$ cat config.mk
export PLATFORM = sky130hd
export DESIGN_NAME = rr_reg_arbiter
export DESIGN_NICKNAME = d
export VERILOG_FILES = /design/src/rtl/rr_arb_pkg.sv /design/src/rtl/rr_pick.sv /design/src/rtl/rr_reg_arbiter.sv
export SDC_FILE = /design/constraint.sdc
export NUM_CORES = 1
export LEC_CHECK = 0
export ABC_AREA = 1
export ABC_CLOCK_PERIOD_IN_PS = 1290
export BUFFER_PORTS_ARGS = -buffer_cell sky130_fd_sc_hd__buf_2
export CAP_MARGIN = 20
export CORE_ASPECT_RATIO = 0.5
export CORE_MARGIN = 2
export CORE_UTILIZATION = 30
export DETAILED_ROUTE_END_ITERATION = 10
export GPL_TIMING_DRIVEN = 0
export PLACE_DENSITY_LB_ADDON = 0.05
export SLEW_MARGIN = 0
export SYNTH_ARGS = -nofsm -noshare
export SYNTH_HDL_FRONTEND = slang
export SYNTH_SLANG_ARGS = --single-unit
$ cat constraint.sdc
create_clock -name clk -period 1.29 [get_ports clk]
set_input_delay 0.3225 -clock clk [delete_from_list [all_inputs] [get_ports clk]]
set_output_delay 0.3225 -clock clk [all_outputs]
set_load 0.02 [all_outputs]
$ cat src/rtl/rr_arb_pkg.sv
// Shared types, default sizes and helpers for the round-robin register arbiter.
package rr_arb_pkg;

    // Arbiter occupancy: nobody granted, or exactly one requester granted.
    typedef enum logic {
        ARB_IDLE  = 1'b0,
        ARB_GRANT = 1'b1
    } arb_state_t;

    localparam int DEF_NREQ     = 4;
    localparam int DEF_WIDTH    = 8;
    localparam int DEF_MAX_HOLD = 4;

    // Index width for n items, never narrower than one bit.
    function automatic int clog2_min1(input int n);
        return (n <= 2) ? 1 : $clog2(n);
    endfunction

endpackage

$ cat src/rtl/rr_pick.sv
// Round-robin winner selection: first set request after 'last', wrapping.
module rr_pick
    import rr_arb_pkg::*;
#(
    parameter int NREQ = DEF_NREQ,
    parameter int OW   = clog2_min1(NREQ)
) (
    input  logic [NREQ-1:0] req,
    input  logic [OW-1:0]   last,
    output logic            any,
    output logic [OW-1:0]   winner
);

    // Scan from farthest to nearest so the nearest hit after 'last' wins.
    always_comb begin
        any    = 1'b0;
        winner = last;
        for (int k = NREQ; k >= 1; k--) begin
            if (req[(int'(last) + k) % NREQ]) begin
                any    = 1'b1;
                winner = OW'((int'(last) + k) % NREQ);
            end
        end
    end

endmodule

$ cat src/rtl/rr_reg_arbiter.sv
// Round-robin arbiter serialising writes from NREQ requesters into one
// shared WIDTH-bit register, with bounded back-to-back locking.
module rr_reg_arbiter
    import rr_arb_pkg::*;
#(
    parameter int NREQ     = DEF_NREQ,
    parameter int WIDTH    = DEF_WIDTH,
    parameter int MAX_HOLD = DEF_MAX_HOLD
) (
    input  logic                        clk,
    input  logic                        rst,
    input  logic [NREQ-1:0]             req,
    input  logic [NREQ-1:0]             lock,
    input  logic [NREQ*WIDTH-1:0]       wdata,
    output logic [NREQ-1:0]             gnt,
    output logic [clog2_min1(NREQ)-1:0] owner,
    output logic [WIDTH-1:0]            q,
    output logic                        wr_valid,
    output logic                        busy
);

    localparam int OW = clog2_min1(NREQ);
    localparam int HW = clog2_min1(MAX_HOLD);
    localparam logic [HW-1:0] HOLD_LIMIT = HW'(MAX_HOLD - 1);

    arb_state_t        state_reg, state_next;
    logic [NREQ-1:0]   gnt_reg, gnt_next;
    logic [OW-1:0]     owner_reg, owner_next;
    logic [OW-1:0]     last_reg, last_next;
    logic [HW-1:0]     hold_cnt_reg, hold_cnt_next;
    logic [WIDTH-1:0]  q_reg, q_next;
    logic              wr_valid_reg, wr_valid_next;

    logic              pick_any;
    logic [OW-1:0]     pick_winner;
    logic [NREQ-1:0]   winner_onehot;
    logic [WIDTH-1:0]  wdata_slice [NREQ];
    logic              commit;
    logic              hold;

    rr_pick #(
        .NREQ (NREQ),
        .OW   (OW)
    ) u_pick (
        .req    (req),
        .last   (last_reg),
        .any    (pick_any),
        .winner (pick_winner)
    );

    // Unpack write data and decode the winner into a one-hot grant.
    for (genvar gi = 0; gi < NREQ; gi++) begin : g_lane
        assign wdata_slice[gi]   = wdata[gi*WIDTH +: WIDTH];
        assign winner_onehot[gi] = (pick_winner == OW'(gi));
    end

    // A write commits only while the owner still requests; only the owner's
    // slice is ever selected, so other slices cannot leak into q.
    assign commit = (state_reg == ARB_GRANT) && req[owner_reg];
    assign hold   = commit && lock[owner_reg] && (hold_cnt_reg < HOLD_LIMIT);

    // Next grant: keep a locked owner under its ceiling, otherwise re-arbitrate.
    always_comb begin
        state_next    = state_reg;
        gnt_next      = gnt_reg;
        owner_next    = owner_reg;
        last_next     = last_reg;
        hold_cnt_next = hold_cnt_reg;
        if (hold) begin
            hold_cnt_next = hold_cnt_reg + HW'(1);
        end else begin
            hold_cnt_next = '0;
            if (pick_any) begin
                state_next = ARB_GRANT;
                gnt_next   = winner_onehot;
                owner_next = pick_winner;
                last_next  = pick_winner;
            end else begin
                state_next = ARB_IDLE;
                gnt_next   = '0;
            end
        end
    end

    // Next register value and write strobe.
    always_comb begin
        q_next        = q_reg;
        wr_valid_next = 1'b0;
        if (commit) begin
            q_next        = wdata_slice[owner_reg];
            wr_valid_next = 1'b1;
        end
    end

    // State registers; last starts at NREQ-1 so requester 0 is first in line.
    always_ff @(posedge clk or posedge rst) begin
        if (rst) begin
            state_reg    <= ARB_IDLE;
            gnt_reg      <= '0;
            owner_reg    <= '0;
            last_reg     <= OW'(NREQ - 1);
            hold_cnt_reg <= '0;
            q_reg        <= '0;
            wr_valid_reg <= 1'b0;
        end else begin
            state_reg    <= state_next;
            gnt_reg      <= gnt_next;
            owner_reg    <= owner_next;
            last_reg     <= last_next;
            hold_cnt_reg <= hold_cnt_next;
            q_reg        <= q_next;
            wr_valid_reg <= wr_valid_next;
        end
    end

    assign gnt      = gnt_reg;
    assign owner    = owner_reg;
    assign q        = q_reg;
    assign wr_valid = wr_valid_reg;
    assign busy     = (state_reg == ARB_GRANT);

endmodule

==> load_flow_metrics.sql <==
INSERT INTO impl_metrics (metric_group, metric, value, unit) VALUES
('timing', 'fin_crit_sh', '1.15', ''),
('route', 'drt_first_pass_iters', '4', ''),
('worst_setup_path', 'crit_top_cell', 'sky130_fd_sc_hd__nand2_4', ''),
('timing', 'final.setup.worst_slack', '-0.188', 'ns'),
('global_route', 'antenna_found_initial', '0', ''),
('clock_tree', 'cts_inserted_buffers', '3', ''),
('clock_tree', 'clk_pin_slew_worst_paths', '0.07', 'ns'),
('die', 'num_rows', '17', ''),
('synthesis', 'synthArstFlopShare', '1.00', ''),
('finish', 'syn2layout_area_growth', '60.4', '%'),
('synthesis', 'synth_seq_area_share', '0.376', ''),
('worst_setup_path', 'timing.setup.critical_path_class', 'reg -> reg', ''),
('placed_design', 'instance_area_at_placement', '1710', 'sq um'),
('finish', 'drive_above_1_share', '0.537', ''),
('finish', 'flip_flop_count_of_the_largest_register_after_layout', '8', ''),
('timing', 'worst_slew_pin_slew', '0.765', 'ns'),
('timing', 'max_freq', '676', 'MHz'),
('worst_setup_path', 'crit_path_max_incr_delay', '0.58', 'ns'),
('worst_setup_path', 'cp_max_fo', '5', ''),
('timing', 'maxSlewHeadroom', '0.489', ''),
('global_route', 'globalRouteOverflowTotal', '0', ''),
('finish', 'finish.cell_count_without_fillers', '329', ''),
('worst_setup_path', 'cp_num_buf_inv', '1', ''),
('synthesis', 'post_synth.cell_area_avg', '6.79', 'sq um'),
('die', 'io_pins', '58', ''),
('route', 'route.final.wire_length', '4.12', 'mm'),
('global_route', 'grt_max_degree', '21', ''),
('finish', 'antennaDiodeCount', '0', ''),
('synthesis', 'synth.top_cell.area_share', '0.337', ''),
('clock_tree', 'cts_tree', 'yes', ''),
('run_status', 'outcome', 'finished, violations left', ''),
('die', 'fp.coreArea', '4340', 'sq um'),
('timing', 'finalHoldViolCount', '0', ''),
('placed_design', 'gp_routability_congestion', '0.843', ''),
('die', 'dieHeight', '51.2', 'um'),
('pwr', 'power_density', '2950', 'nW/um^2'),
('synthesis', 'post_synth_main_area_contributors', 'sky130_fd_sc_hd__dfrtp_1 (34%), sky130_fd_sc_hd__nand2_1 (14%), sky130_fd_sc_hd__nor2_1 (12%)', ''),
('route', 'drc', '0', ''),
('synthesis', 'synthMostInstantiatedCell', 'sky130_fd_sc_hd__nand2_1', ''),
('finish', 'final_core_utilization', '0.495', ''),
('route', 'drt-vias-per-instance', '4.68', ''),
('timing', 'period_needed', '1.48', 'ns'),
('timing', 'report.final.setup_viol', '18', ''),
('clock_tree', 'clock-root-buffer', 'sky130_fd_sc_hd__clkbuf_8', ''),
('placed_design', 'preCtsSetupSlack', '-0.280', 'ns'),
('worst_setup_path', 'timing.critical_path.arrival', '1.62', 'ns'),
('worst_setup_path', 'crit_path_start_kind', 'flip-flop', ''),
('worst_setup_path', 'critPathCaptureType', 'flip-flop', ''),
('synthesis', 'yosys.area.top_type', 'sky130_fd_sc_hd__dfrtp_1', ''),
('clock_tree', 'htree_num_levels', '1', ''),
('placed_design', 'total_half_perimeter_wirelength_after_legalization_and_detailed_placement', '2.80', 'mm'),
('pwr', 'ir_worst_vdd', '0.00132', 'V'),
('synthesis', 'synthesis.yosys.warnings', '0', ''),
('synthesis', 'synthFlopType', 'sky130_fd_sc_hd__dfrtp_1', ''),
('min_path', 'hold_path_class', 'in -> async', ''),
('timing', 'fin_tns_setup', '-2.08', 'ns'),
('die', 'chipWidth', '98.4', 'um'),
('clock_tree', 'insertion_delay', '0.25', 'ns'),
('run_status', 'failed_checks', 'setup timing', ''),
('flow_run', 'max_cap_viols', '0', ''),
('clock_tree', 'clockBufferDepth', '2', ''),
('worst_setup_path', 'worstPathCellList', 'buf_6 -> nor2_2 -> nand2_1 -> nand2_1 -> nor2_2 -> nand2_4 -> nand2_4 -> nand2_4 -> nand3_2 -> o21ai_1', ''),
('timing', 'max_slew_violation_total_from_the_final_report', '0', ''),
('route', 'postRouteAntennaNets', '0', ''),
('pwr', 'static-leakage-power', '1.09', 'nW'),
('synthesis', 'syn_inst_count', '197', ''),
('synthesis', 'post_synth_instance_area', '1340', 'sq um'),
('worst_setup_path', 'critical_path.slowest_cell', 'sky130_fd_sc_hd__dfstp_2', ''),
('route', 'vias', '1540', ''),
('worst_setup_path', 'timing.critical_path.max_delay_family', 'simple AND/OR/NAND/NOR gates', ''),
('timing', 'rsz0062_at_grt', 'yes', '');
## placed cells by master (no fill, tap or decap), drive strengths merged
cell,n
a21oi,1
a31oi,8
buf,75
clkbuf,8
clkinv,1
dfrtp,18
dfstp,2
ha,1
inv,20
nand2,54
nand3,14
nand4,2
nor2,47
nor4,1
o21ai,20
## final cells by class
cell class | count | area (sq um) | share of cell area
plain buffers | 9 | 91.3 | 0.0426
clock buffers | 4 | 55.1 | 0.0257
inverters | 21 | 91.3 | 0.0426
multi-input cells | 148 | 912 | 0.425
flip-flops and latches | 20 | 505 | 0.236
well taps | 57 | 71.3 | 0.0332
repair buffers | 70 | 419 | 0.195
## worst register-to-register path, stage by stage (launching register included)
cell	delay, ns
sky130_fd_sc_hd__dfstp_2	0.58
sky130_fd_sc_hd__buf_6	0.13
sky130_fd_sc_hd__nor2_2	0.03
sky130_fd_sc_hd__nand2_1	0.05
sky130_fd_sc_hd__nand2_1	0.06
sky130_fd_sc_hd__nor2_2	0.15
sky130_fd_sc_hd__nand2_4	0.09
sky130_fd_sc_hd__nand2_4	0.07
sky130_fd_sc_hd__nand2_4	0.06
sky130_fd_sc_hd__nand3_2	0.09
sky130_fd_sc_hd__o21ai_1	0.06
## worst paths after layout
path / to / depth (start not counted) / slack, ns
min: wr_valid / 2 / 0.19
min reg2reg: hold_cnt_reg[0] / 1 / 0.43
min in group clk: busy / 3 / 0.37
max in group asynchronous: owner[1] / 2 / 0.57
max reg2reg: owner[0] / 10 / -0.19
max: owner[0] / 10 / -0.19
## through the flow
step	total power, mW	hold slack [ns]
floorplan	3.51	0.285
global placement	4.30	0.426
detailed placement	4.32	0.429
CTS	5.55	0.229
global route	6.86	0.267
finish	6.32	0.193
## per-layer routing
layer / vias to the layer above / share of wire / wire, um / GRT usage
met1: 724 / 0.46 / 1880 / 0.207
met5: - / 0 / 0 / 0
li1: 774 / - / - / -
met4: 0 / 0.0041 / 17 / 0.0320
met3: 2 / 0.064 / 262 / 0.0492
met2: 40 / 0.48 / 1960 / 0.280
## power breakdown
| group | internal [mW] | switching (mW) |
|---|---|---|
| combinational | 1.96 | 2.70 |
| clock | 0.271 | 0.203 |
| sequential | 0.964 | 0.226 |
| total | 3.19 | 3.13 |
## cell families (layout without fill, tap and decap cells)
group | count (synthesis) | count (layout) | share of synthesized area
compound gates | 29 | 29 | 0.116
fa+ha+maj | 1 | 1 | 0.00935
simple gates | 117 | 118 | 0.385
flops | 20 | 20 | 0.376
buf+inv | 30 | 104 | 0.113
## what timing repair did
item                       CTS  global route
gates cloned                 2             1
hold buffers                 0             0
gates resized for setup     31            44
pin swaps                   13            26
setup endpoints to repair   19            18
buffers inserted            11             0
(Power assumes the default switching activity.)
